### src/rtl/fifo_mxn_stream_pkg.sv
// Shared constants and parameter checks for the fifo_mxn_stream block.
// Holds strobe-mode encodings, count width rule and threshold range checks.
package fifo_pkg;

  localparam int STROBE_LEVEL = 0;
  localparam int STROBE_FALL  = 1;

  function automatic int cnt_w(input int aw);
    return aw + 1;
  endfunction

  function automatic bit afull_ok(input int thr, input int aw);
    return (thr >= 1) && (thr <= (1 << aw));
  endfunction

  function automatic bit aempty_ok(input int thr, input int aw);
    return (thr >= 0) && (thr <= (1 << aw) - 1);
  endfunction

  function automatic bit mode_ok(input int m);
    return (m == STROBE_LEVEL) || (m == STROBE_FALL);
  endfunction

endpackage

### src/rtl/fifo_mxn_stream_if.sv
// Bus-side bundle of fifo_mxn_stream: push/pop strobes, data and status.
// FIFO_ERR_FLAGS_EN adds sticky ovf/udf error flags.
interface fifo_mxn_stream_if #(
  parameter int DW = 8,
  parameter int AW = 4
);
  logic          ien;
  logic [DW-1:0] idat;
  logic          oen;
  logic [DW-1:0] odat;
  logic          odat_vld;
  logic          full;
  logic          empty;
  logic          afull;
  logic          aempty;
  logic [AW:0]   level;
`ifdef FIFO_ERR_FLAGS_EN
  logic          ovf;
  logic          udf;
`endif

  modport master (
    output ien, idat, oen,
    input  odat, odat_vld, full, empty,
    input  afull, aempty, level
`ifdef FIFO_ERR_FLAGS_EN
   ,input  ovf, udf
`endif
  );

  modport slave (
    input  ien, idat, oen,
    output odat, odat_vld, full, empty,
    output afull, aempty, level
`ifdef FIFO_ERR_FLAGS_EN
   ,output ovf, udf
`endif
  );

endinterface

### src/rtl/fifo_mxn_stream_strobe_evt.sv
// Turns a bus request into a push/pop event: level-qualified or
// falling-edge (one cycle later, from a sampled history bit).
module fifo_strobe_evt
  import fifo_pkg::*;
#(
  parameter int STROBE_MODE = STROBE_LEVEL
) (
  input  logic clk,
  input  logic rst,
  input  logic req,
  output logic evt
);

  logic req_q;

  always_ff @(posedge clk) begin
    if (rst) req_q <= 1'b0;
    else     req_q <= req;
  end

  assign evt = (STROBE_MODE == STROBE_FALL)
             ? (req_q & ~req)
             : req;

endmodule

### src/rtl/fifo_mxn_stream.sv
// Parametrised stream FIFO, full 2^AW depth usable, registered pop data.
// Optional FIFO_ERR_FLAGS_EN adds sticky ovf/udf flags.
module fifo_mxn_stream
  import fifo_pkg::*;
#(
  parameter int DW          = 8,
  parameter int AW          = 4,
  parameter int AFULL_THR   = 12,
  parameter int AEMPTY_THR  = 2,
  parameter int STROBE_MODE = 0
) (
  input  logic clk,
  input  logic rst,
  input  logic clr,
  fifo_mxn_stream_if.slave bus
);

  localparam int DEPTH = 1 << AW;
  localparam int CW    = cnt_w(AW);

  generate
    if (!afull_ok(AFULL_THR, AW)) begin : g_bad_afull
      $error("fifo_mxn_stream: AFULL_THR out of range");
    end
    if (!aempty_ok(AEMPTY_THR, AW)) begin : g_bad_aempty
      $error("fifo_mxn_stream: AEMPTY_THR out of range");
    end
    if (!mode_ok(STROBE_MODE)) begin : g_bad_mode
      $error("fifo_mxn_stream: STROBE_MODE out of range");
    end
  endgenerate

  logic [DW-1:0] mem [DEPTH];
  logic [AW-1:0] wptr;
  logic [AW-1:0] rptr;
  logic [CW-1:0] count;

  logic push_evt;
  logic pop_evt;
  logic push_acc;
  logic pop_acc;
  logic is_full;
  logic is_empty;

  fifo_strobe_evt #(.STROBE_MODE(STROBE_MODE)) u_push_evt (
    .clk (clk),
    .rst (rst),
    .req (bus.ien),
    .evt (push_evt)
  );

  fifo_strobe_evt #(.STROBE_MODE(STROBE_MODE)) u_pop_evt (
    .clk (clk),
    .rst (rst),
    .req (bus.oen),
    .evt (pop_evt)
  );

  assign is_full  = (count == CW'(DEPTH));
  assign is_empty = (count == '0);

  // Pop frees a slot in the same edge, so a full FIFO can still take a push
  assign pop_acc  = pop_evt & ~is_empty;
  assign push_acc = push_evt & (~is_full | pop_acc);

  assign bus.full   = is_full;
  assign bus.empty  = is_empty;
  assign bus.afull  = (count >= CW'(AFULL_THR));
  assign bus.aempty = (count <= CW'(AEMPTY_THR));
  assign bus.level  = count;

  always_ff @(posedge clk) begin
    if (!rst && !clr && push_acc) mem[wptr] <= bus.idat;
  end

  always_ff @(posedge clk) begin
    if (rst) begin
      wptr         <= '0;
      rptr         <= '0;
      count        <= '0;
      bus.odat     <= '0;
      bus.odat_vld <= 1'b0;
    end else if (clr) begin
      wptr         <= '0;
      rptr         <= '0;
      count        <= '0;
      bus.odat_vld <= 1'b0;
    end else begin
      bus.odat_vld <= pop_acc;
      if (push_acc) wptr <= wptr + 1'b1;
      if (pop_acc) begin
        bus.odat <= mem[rptr];
        rptr     <= rptr + 1'b1;
      end
      case ({push_acc, pop_acc})
        2'b10:   count <= count + 1'b1;
        2'b01:   count <= count - 1'b1;
        default: count <= count;
      endcase
    end
  end

`ifdef FIFO_ERR_FLAGS_EN
  always_ff @(posedge clk) begin
    if (rst || clr) begin
      bus.ovf <= 1'b0;
      bus.udf <= 1'b0;
    end else begin
      bus.ovf <= bus.ovf | (push_evt & ~push_acc);
      bus.udf <= bus.udf | (pop_evt & ~pop_acc);
    end
  end
`endif

endmodule

### src/flat_wrapper.sv
// flat-port wrapper written by rule: the top's interface ports become plain ports
module fifo_mxn_stream_flat import fifo_pkg::*;
#(
  parameter int DW          = 8,
  parameter int AW          = 4,
  parameter int AFULL_THR   = 12,
  parameter int AEMPTY_THR  = 2,
  parameter int STROBE_MODE = 0
)
  (clk, rst, clr, bus_ien, bus_idat, bus_oen, bus_odat, bus_odat_vld, bus_full, bus_empty, bus_afull, bus_aempty, bus_level);
  fifo_mxn_stream_if #(.DW(DW), .AW(AW)) bus_i ();
  input  logic clk;
  input  logic rst;
  input  logic clr;
  input wire logic [$bits(bus_i.ien)-1:0] bus_ien;
  input wire logic [$bits(bus_i.idat)-1:0] bus_idat;
  input wire logic [$bits(bus_i.oen)-1:0] bus_oen;
  output wire logic [$bits(bus_i.odat)-1:0] bus_odat;
  output wire logic [$bits(bus_i.odat_vld)-1:0] bus_odat_vld;
  output wire logic [$bits(bus_i.full)-1:0] bus_full;
  output wire logic [$bits(bus_i.empty)-1:0] bus_empty;
  output wire logic [$bits(bus_i.afull)-1:0] bus_afull;
  output wire logic [$bits(bus_i.aempty)-1:0] bus_aempty;
  output wire logic [$bits(bus_i.level)-1:0] bus_level;
  assign bus_i.ien = bus_ien;
  assign bus_i.idat = bus_idat;
  assign bus_i.oen = bus_oen;
  assign bus_odat = bus_i.odat;
  assign bus_odat_vld = bus_i.odat_vld;
  assign bus_full = bus_i.full;
  assign bus_empty = bus_i.empty;
  assign bus_afull = bus_i.afull;
  assign bus_aempty = bus_i.aempty;
  assign bus_level = bus_i.level;
  fifo_mxn_stream #(.DW(DW), .AW(AW), .AFULL_THR(AFULL_THR), .AEMPTY_THR(AEMPTY_THR), .STROBE_MODE(STROBE_MODE)) u_core (.clk(clk), .rst(rst), .clr(clr), .bus(bus_i));
endmodule
### config.mk
export PLATFORM = sky130hd
export DESIGN_NAME = fifo_mxn_stream_flat
export DESIGN_NICKNAME = d
export VERILOG_FILES = /design/src/rtl/fifo_mxn_stream_pkg.sv /design/src/rtl/fifo_mxn_stream_if.sv /design/src/rtl/fifo_mxn_stream_strobe_evt.sv /design/src/rtl/fifo_mxn_stream.sv /design/src/flat_wrapper.sv
export SDC_FILE = /design/constraint.sdc
export NUM_CORES = 1
export LEC_CHECK = 0
export ABC_AREA = 0
export BUFFER_PORTS_ARGS = -buffer_cell sky130_fd_sc_hd__buf_2
export CORE_MARGIN = 5
export CORE_UTILIZATION = 40
export CTS_BUF_LIST = sky130_fd_sc_hd__clkbuf_4 sky130_fd_sc_hd__clkbuf_8
export DETAILED_ROUTE_END_ITERATION = 10
export GPL_TIMING_DRIVEN = 0
export PLACE_DENSITY_LB_ADDON = 0.15
export REMOVE_ABC_BUFFERS = 1
export SYNTH_ARGS = -nofsm -noshare
export SYNTH_HDL_FRONTEND = slang
export SYNTH_SLANG_ARGS = --single-unit
export TNS_END_PERCENT = 20
### constraint.sdc
create_clock -name clk -period 3.03 [get_ports clk]
set_input_delay 0.4545 -clock clk [delete_from_list [all_inputs] [get_ports clk]]
set_output_delay 0.4545 -clock clk [all_outputs]
set_load 0.01 [all_outputs]
== After elaboration in Yosys (flattened, before gate mapping) ==
Memory sizes are Yosys's and may differ from the RTL's. A register that Yosys moved wholly into a read port is not among the register bits.
Index checks and enable logic that the tools add are counted.
Cells by class
  reductions and logical operators: 8
  bitwise logic cells: 6
  $add $sub $neg: 4
  order comparisons: 2
  mux-type cells: 3
  equal/unequal tests: 3
Operators by type and width (count)
  5-bit one-hot mux with 2 select lines: 1
  4-bit by 1-bit adder with 4-bit output, second input constant: 2
  5-bit by 1-bit adder with 5-bit output, second input constant: 1
  5-bit equality test, second input constant: 1
  5-bit by 4-bit >= comparator with 1-bit output, second input constant: 1
  5-bit by 2-bit <= comparator with 1-bit output, second input constant: 1
  5-bit logical NOT: 1
  5-bit by 1-bit subtractor with 5-bit output, second input constant: 1
  1-bit inverter: 3
  1-bit AND: 2
  2-bit by 1-bit equality test with 1-bit output, second input constant: 1
  2-bit equality test, second input constant: 1
  1-bit logical AND: 2
  1-bit logical NOT: 2
  1-bit 2-to-1 mux: 2
  2-bit AND reduction: 1
  2-bit nonzero test: 1
  2-bit OR reduction: 1
  1-bit OR: 1
Word-level totals
  register bits: 14
  logic and storage cells: 31
  input bits: 13
  bits in writable memories: 128
  memories: 1
Memory list
  u_core.mem: depth 16, width 8, read ports 1, clocked after memory_dff 1, write ports 1, RTL line fifo_mxn_stream.sv:33  | logic [DW-1:0] mem [DEPTH];

== Depth between registers and ports, before layout ==
Gate-level depths: netlist of the first run.
  depth after elaboration: 8
  gate-level depth with buffers: 12

== Hierarchy ==
Synthesis of the first run repeated with hierarchy kept, for this count alone.
Second synthesis, totals
  cells, all modules: 337
  area, all modules: 6114.6 µm²
Modules (own cells, without submodules)
  fifo_mxn_stream: sequential area each 4284.1 µm², area an instance 6099.6 µm², times used 1, cells an instance 335
  fifo_strobe_evt: sequential area each 0.0 µm², area an instance 7.5 µm², times used 2, cells an instance 1

== Worst setup path after synthesis of the first run ==
OpenSTA, ideal clock, no wires.
  kind: flip-flop to flip-flop
  start point: reg u_core.count[0] (netlist: u_core.bus.level[0])
  end point: reg u_core.count[4] (netlist: u_core.bus.level[4])
  clock period less this slack: 2887 ps
  data arrival time: 2817 ps
  library setup time: 70 ps
  slack: 143 ps
  data required time: 2960 ps
  cell stages (with the launch flop): 13
  path through: dfxtp_1 -> or4_4 -> o31a_1 -> buf_6 -> inv_1 -> ha_1 -> inv_1 -> fa_1 -> nor2b_1 -> o21ai_0 -> nor4b_1 -> or3_1 -> a21oi_1
Between the ends
  longest elaborated chain between the ends: 7
Ends and longest elaborated chain
  start: declaration: RTL line fifo_mxn_stream.sv:36  | logic [CW-1:0] count;
  start signal: assignment: RTL line fifo_mxn_stream.sv:96  | 2'b10: count <= count + 1'b1;
  start signal: assignment: RTL line fifo_mxn_stream.sv:97  | 2'b01: count <= count - 1'b1;
  start signal: assignment: RTL line fifo_mxn_stream.sv:98  | default: count <= count;
  5-bit logical NOT: RTL line fifo_mxn_stream.sv:60  | assign is_empty = (count == '0);
  1-bit inverter: RTL line fifo_mxn_stream.sv:63  | assign pop_acc = pop_evt & ~is_empty;
  1-bit AND: RTL line fifo_mxn_stream.sv:63
  1-bit OR: RTL line fifo_mxn_stream.sv:64  | assign push_acc = push_evt & (~is_full | pop_acc);
  1-bit AND: RTL line fifo_mxn_stream.sv:64
  2-bit by 1-bit equality test with 1-bit output or 2-bit equality test (tied branches): RTL line fifo_mxn_stream.sv:95  | case ({push_acc, pop_acc})
  5-bit one-hot mux with 2 select lines or 2-bit nonzero test (tied branches)
Several ways; a longest one is shown, not always the timed one.
A chain may end at the register's enable or synchronous reset.

== Worst setup path in the final report of the first run ==
  start point: reg u_core.count[1] (netlist: u_core.bus.level[1])
  end point: reg u_core.count[4] (netlist: u_core.bus.level[4])
Same word-level chain as after synthesis.

==> metrics.yaml, run 1 <==
outcome: "complete, no violations"
startpoint_type: "register"
via_per_inst: 5.246
p_comb_frac: 0.036
route.vias.total: 3289
seq_power_share: 0.562
drtIter0Drc: 223
cts_buffers: 17
n_fill_cell: 1306
track_usage: 0.1515
start_util: 0.4115
whs_ns: 0.3211
clock-sinks: 150
critical_path.cell_chain: "or4_4 > o31a_4 > inv_1 > ha_4 > inv_1 > fa_1 > nor2b_2 > o21ai_1 > nor4b_2 > or3_1 > a21oi_1"
dp_slack_ns: -0.1226
synth_area_sq_um: 6026
worstSetupPathDepth: 11
rr_worst_depth: 11
htreeDepth: 4
cp_slowest_cell: "or4_4"
synthAdderAreaFrac: 0.02201
die_w_microns: 132.7
leakagePower_nw: 2.132
ys_warn_count: 0
synthFlopType: "edfxtp_1"
ir_drop_mv: 0.2538
yosys.area_share.simple: 0.06914
rsz0062_at_grt: "false"
dp_hpwl_microns: 8264
cp-startpoint: "u_core.bus.level[1]"
relSlewSlack: 0.4263
core_region_area_sq_um: 14640
worst_pin_slew_ns: 0.8573
seq_area_sq_um: 4290
ios: 31
required_ns: 3.41
hold_buffers: 0
drv_cap: 0
clockBufferDepth: 2
slew_viol_final: 0
fin_crit_sh: 0.9622
p_per_area_nw_per_um2: 589.5
path_max_fanout: 6
hold_depth: 3
finalWirelength_microns: 12860
grt_first_pass_wirelength_microns: 19380
endpoint_kind: "register"
drc: 0
gp_congestion: 0.7590
hold_start: "bus_oen"
cts.clk_slew.worst_paths_ns: 0.08
max_freq_ghz: 0.3430
nets: 453
cts_tree: "yes"
r2r-start: "u_core.bus.level[1]"
clk_latency_ns: 0.45
synth_edf_count: 128
layout_setup_ws_ns: 0.1146
final_cells: 627
synth_top_family_by_area: "multiplexers"
cp.arrival_ns: 3.29
synth_xor_area_frac: 0.01163
grt_max_degree: 39
dr.pass1.iters: 4
slowest_delay_ns: 0.58
antenna_found_initial: 0
wl_per_cell_microns: 20.51
multi_input_area_sq_um: 1650
p_sw_frac: 0.2087
die_h_microns: 132.7
synth-compound-area-share: 0.05855
path_class: "reg2reg"
synth_seq_cells: 150
finalSetupViolCount: 0
drtAntennaViolNets: 0
fin_skew_ns: 0.01266
min_path_type: "in2reg"
hold_viol: 0
seq_area_frac_synth: 0.7110
p_int_mw: 3.180
synth_cell_type_count: 38
synthArstFlopShare: 0
crit_family: "simple AND/OR/NAND/NOR gates"
power.net_switching_uw: 838.7
power_frac_clock: 0.403
syn_inst: 396
r2r-end: "u_core.bus.level[4]"
path_common_cell: "inv_1"
fin_crit_ns: 2.915
io_buffers: 30
layout-drive-gt1-share: 0.1828
antenna_cells: 0
hold_end: "u_core.bus.odat_vld"
r2r_slack_ns: 0.11
dpl.cell_count: 593
area_growth_pct: 13.14
placementRows: 44
synth.avg_cell_area_sq_um: 15.22
root_buffer: "clkbuf_8"
dieArea_sq_um: 17620
crit_buf_inv: 2
grt_pass1_vias: 3235
globalRoute.totalOverflow: 0
synthMuxAreaShare: 0.1067
==> worst min-delay path: cells and delay by family <==
kind                   cells  cell delay [ns]
buffers and inverters      1             0.12
AOI/OAI and AO/OA          1             0.09
and+or+nand+nor            1             0.05
==> power groups by stage <==
stage,combinational [mW],sequential (mW),clock (mW)
final,0.143,2.26,1.62
after global routing,0.159,2.26,1.76
after CTS,0.139,2.26,1.65
after detailed placement,0.135,2.30,0
after global placement,0.132,2.30,0
after floorplan,0.0637,2.31,0
==> final cells by class <==
class,instances,area share
Inverter,9,0.004955
Clock buffer,17,0.03432
Timing Repair Buffer,33,0.02826
Multi-Input combinational cell,219,0.2421
Tap cell,184,0.03377
Sequential cell,150,0.6293
Clock inverter,15,0.02734
==> through the flow <==
| step | setup TNS, ns | cell area, sq um | total power [mW] | util |
|---|---|---|---|---|
| 5_1_grt | 0 | 6818 | 4.174 | 0.4656 |
| 6_report | 0 | 6818 | 4.019 | 0.4656 |
| 2_1_floorplan | -1.357 | 5933 | 2.371 | - |
| 3_5_place_dp | -0.1226 | 6345 | 2.440 | 0.4333 |
| 3_3_place_gp | -11.38 | 6314 | 2.437 | 0.4311 |
| 4_1_cts | 0 | 6784 | 4.042 | 0.4633 |
==> worst max path at each step <==
stage | endpoint | slack [ns]
after floorplan | u_core.bus.odat[4] | -0.18
after global placement | u_core.bus.odat[7] | -1.31
after detailed placement | u_core.bus.level[4] | -0.12
after CTS | u_core.bus.level[4] | 0.02
after global routing | u_core.bus.level[4] | 0.001
final | u_core.bus.level[4] | 0.11
==> cells by family after synthesis <==
family	count (synthesis)
buffers and inverters	27
AOI/OAI and AO/OA	53
DFF	150
muxes	63
xor gates and xnor gates	8
and+or+nand+nor	85
adders and majority gates	10
==> registers in the layout, indices dropped and copies added (netlist names) <==
signal	cells
u_core.bus.level	5
u_core.bus.odat	8
u_core.bus.odat_vld	1
u_core.mem	128
u_core.rptr	4
u_core.wptr	4
==> cell usage in the layout, fill, tap and decap left out, drive strengths merged, types with 5 or more instances in the layout <==
cell type / n
clkbuf: 17
clkinv: 6
nor4: 7
nand2: 13
inv: 9
o22ai: 31
mux2i: 62
dfxtp: 22
edfxtp: 128
ha: 9
clkinvlp: 5
a21oi: 6
nor2: 45
a211oi: 8
xor2: 6
buf: 33
==> what timing repair did <==
item,4_1_cts,5_1_grt
endpoints found under the setup margin,1,1
pin swaps,1,1
buffers inserted,1,1
gates resized for setup,3,7
cloned,0,0
==> routing by layer <==
| layer | share of wire | wire (microns) | up-vias | track usage |
|---|---|---|---|---|
| met4 | 0.012 | 157 | 0 | 0.05543 |
| met1 | 0.47 | 6008 | 1609 | 0.2071 |
| met2 | 0.47 | 6048 | 69 | 0.2326 |
| met3 | 0.050 | 645 | 14 | 0.04176 |
| li1 | - | - | 1597 | - |
| met5 | 0 | 0 | - | 0 |
==> cell usage after synthesis (2+ instances only) <==
cell      count  area [sq um]
xnor2_1       2         17.52
dfxtp_1      22         440.4
nor2b_1       2         12.51
clkbuf_1      8         30.03
nor2_1       44         165.2
nand2_1      12         45.04
ha_1          9         112.6
buf_2         8         40.04
edfxtp_1    128          3844
o21ai_0       2         10.01
o22ai_1      31         193.9
nand3_1       3         15.01
inv_1         9         33.78
a21oi_1       6         30.03
nor4_1        7         43.79
or3_1         3         18.77
mux2i_1      62         620.6
nor3_1        2         10.01
a211oi_1      8         60.06
nand3b_1      4         30.03
xor2_1        6         52.55
buf_6         2         22.52
Note: power is estimated with default switching activity, not from simulation.
==> run 2: changes to the inputs <==
--- a/config.mk
+++ b/config.mk
@@ -13,4 +13,5 @@
 export DETAILED_ROUTE_END_ITERATION = 10
 export GPL_TIMING_DRIVEN = 0
+export MAX_ROUTING_LAYER = met4
 export PLACE_DENSITY_LB_ADDON = 0.15
 export REMOVE_ABC_BUFFERS = 1
==> constraint.sdc (replaced) <==
create_clock -name clk -period 3.03 [get_ports clk]
set_input_delay 0.606 -clock clk [delete_from_list [all_inputs] [get_ports clk]]
set_output_delay 0.606 -clock clk [all_outputs]
set_load 0.01 [all_outputs]
==> run 2 against run 1 <==
Against the previous run:
- wire length hardly changed
- maximum frequency is 0.17% lower
- utilization stayed put
- critical path depth stayed put
- hold slack better by 0.15 ns
- power hardly changed
- cell area stayed put
- global-route usage is 0.49 points higher
- clock power hardly changed
- critical path type unchanged
- largest cell class unchanged
==> metrics.yaml, run 2 (synthesized netlist as in run 1, its figures left out) <==
ios: 31  # unchanged
hold_end: "u_core.bus.odat_vld"  # unchanged
required_ns: 3.41  # about the same
r2r-start: "u_core.bus.level[1]"  # unchanged
fin_crit_ns: 2.920  # was 2.915 ns
finalWirelength_microns: 12860  # about the same
grt_pass1_vias: 3224  # was 3,235
dieArea_sq_um: 17620  # unchanged
n_fill_cell: 1306  # unchanged
largest_reg_flops: 128  # unchanged
drtAntennaViolNets: 0  # unchanged
rr_worst_depth: 11  # unchanged
fin_skew_ns: 0.009223  # was 0.01266 ns
p_comb_frac: 0.036  # about the same
p_per_area_nw_per_um2: 589.1  # was 589.5 nW/um^2
dr.pass1.iters: 5  # was 4
antenna_cells: 0  # unchanged
route.vias.total: 3292  # was 3,289
nets: 453  # unchanged
start_util: 0.4115  # unchanged
dp_hpwl_microns: 8264  # unchanged
gp_congestion: 0.7689  # was 0.7590
p_sw_frac: 0.2082  # was 0.2087
r2r-end: "u_core.bus.level[4]"  # unchanged
cts_buffers: 17  # unchanged
startpoint_type: "register"  # unchanged
top_register: "u_core.mem"  # unchanged
grt_max_degree: 39  # unchanged
dp_slack_ns: -0.1226  # unchanged
max_freq_ghz: 0.3424  # was 0.3430 GHz
seq_power_share: 0.562  # about the same
htreeDepth: 4  # unchanged
outcome: "complete, no violations"  # unchanged
leakagePower_nw: 2.132  # unchanged
globalRoute.totalOverflow: 0  # unchanged
placementRows: 44  # unchanged
clockBufferDepth: 2  # unchanged
slowest_delay_ns: 0.58  # about the same
final_cells: 627  # unchanged
endpoint_kind: "register"  # unchanged
die_w_microns: 132.7  # unchanged
path_max_fanout: 6  # unchanged
seq_area_sq_um: 4290  # unchanged
fin_crit_sh: 0.9638  # was 0.9622
r2r_slack_ns: 0.11  # about the same
final_util: 0.4656  # unchanged
power.net_switching_uw: 836.1  # was 838.7 uW
drc: 0  # unchanged
hold_viol: 0  # unchanged
track_usage: 0.1565  # was 0.1515
wl_per_cell_microns: 20.50  # was 20.51 microns
worst_pin_slew_ns: 0.8324  # was 0.8573 ns
cts_tree: "yes"  # unchanged
drtIter0Drc: 237  # was 223
io_buffers: 30  # unchanged
core_region_area_sq_um: 14640  # unchanged
multi_input_area_sq_um: 1650  # unchanged
via_per_inst: 5.250  # was 5.246
hold_depth: 3  # unchanged
whs_ns: 0.4712  # was 0.3211 ns
slew_viol_final: 0  # unchanged
finalSetupViolCount: 0  # unchanged
ir_drop_mv: 0.2541  # was 0.2538 mV
drv_cap: 0  # unchanged
clock-sinks: 150  # unchanged
root_buffer: "clkbuf_8"  # unchanged
final_common_cell: "edfxtp_1"  # unchanged
power_frac_clock: 0.402  # was 0.403
cp_slowest_cell: "or4_4"  # unchanged
path_class: "reg2reg"  # unchanged
area_growth_pct: 13.14  # unchanged
dpl.cell_count: 593  # unchanged
cts.clk_slew.worst_paths_ns: 0.08  # about the same
clk_latency_ns: 0.44  # was 0.45 ns
final_cell_mix: "128 x edfxtp_1, 62 x mux2i_1, 44 x nor2_1, 31 x o22ai_1, 30 x buf_2"  # unchanged
hold_buffers: 0  # unchanged
path_common_cell: "inv_1"  # unchanged
hold_start: "bus_oen"  # unchanged
layout-drive-gt1-share: 0.1828  # unchanged
min_path_type: "in2reg"  # unchanged
cp.arrival_ns: 3.30  # was 3.29 ns
layout_setup_ws_ns: 0.1097  # was 0.1146 ns
grt_first_pass_wirelength_microns: 19400  # was 19,380 microns
relSlewSlack: 0.4430  # was 0.4263
critical_path.cell_chain: "or4_4 > o31a_4 > inv_1 > ha_4 > inv_1 > fa_1 > nor2b_2 > o21ai_1 > nor4b_2 > or3_1 > a21oi_1"  # unchanged
antenna_found_initial: 0  # unchanged
p_int_mw: 3.180  # about the same
rsz0062_at_grt: "false"  # unchanged
die_h_microns: 132.7  # unchanged
## run 2: per-layer routing
| metal | vias up | track usage | wire (microns) |
|---|---|---|---|
| met5 | - | - | 0 |
| met4 | 0 | 0.05716 | 178 |
| met3 | 15 | 0.04252 | 519 |
| met2 | 69 | 0.2323 | 6054 |
| met1 | 1616 | 0.2071 | 6104 |
| li1 | 1592 | - | - |
## run 2: metrics by stage
| step | instance area [sq um] | power [mW] | setup TNS (ns) |
|---|---|---|---|
| finish | 6818 | 4.016 | 0 |
| global route | 6818 | 4.176 | 0 |
| CTS | 6784 | 4.042 | 0 |
| detailed placement | 6345 | 2.440 | -0.1226 |
| global placement | 6314 | 2.437 | -11.38 |
| floorplan | 5933 | 2.371 | -1.357 |
## run 2: power by group through the flow
| stage | Combinational [mW] | Sequential [mW] | Clock, mW |
|---|---|---|---|
| 2_1_floorplan | 0.0637 | 2.31 | 0 |
| 3_3_place_gp | 0.132 | 2.30 | 0 |
| 3_5_place_dp | 0.135 | 2.30 | 0 |
| 4_1_cts | 0.139 | 2.26 | 1.65 |
| 5_1_grt | 0.159 | 2.26 | 1.76 |
| 6_report | 0.143 | 2.26 | 1.62 |
## run 2: worst max-delay path by stage
| stage | start | to | cells after the start |
|---|---|---|---|
| 3_3_place_gp | u_core.rptr[2] | u_core.bus.odat[7] | 4 |
| 2_1_floorplan | u_core.rptr[2] | u_core.bus.odat[4] | 3 |
| 4_1_cts | u_core.bus.level[0] | u_core.bus.level[4] | 11 |
| 5_1_grt | u_core.bus.level[1] | u_core.bus.level[4] | 11 |
| 6_report | u_core.bus.level[1] | u_core.bus.level[4] | 11 |
| 3_5_place_dp | u_core.bus.level[0] | u_core.bus.level[4] | 11 |
## run 2: what timing repair did
item	4_1_cts	5_1_grt
hold endpoints to repair	0	0
gates resized for setup	3	7
setup buffers	1	1
setup endpoints to repair	1	1
pin swaps	1	1
## run 2: cell type report
type                            count  area share
Inverter                            9    0.004955
Sequential cell                   150      0.6293
Tap cell                          184     0.03377
Timing Repair Buffer               33     0.02826
Clock inverter                     15     0.02734
Multi-Input combinational cell    219      0.2421
Clock buffer                       17     0.03432
## run 2: critical path: cells and delay by family (launching register included)
kind / cells / cell delay, ns
AOI/OAI and AO/OA: 3 / 0.56
adders and majority gates: 2 / 0.57
buffers and inverters: 2 / 0.17
DFF: 1 / 0.36
and+or+nand+nor: 4 / 1.20
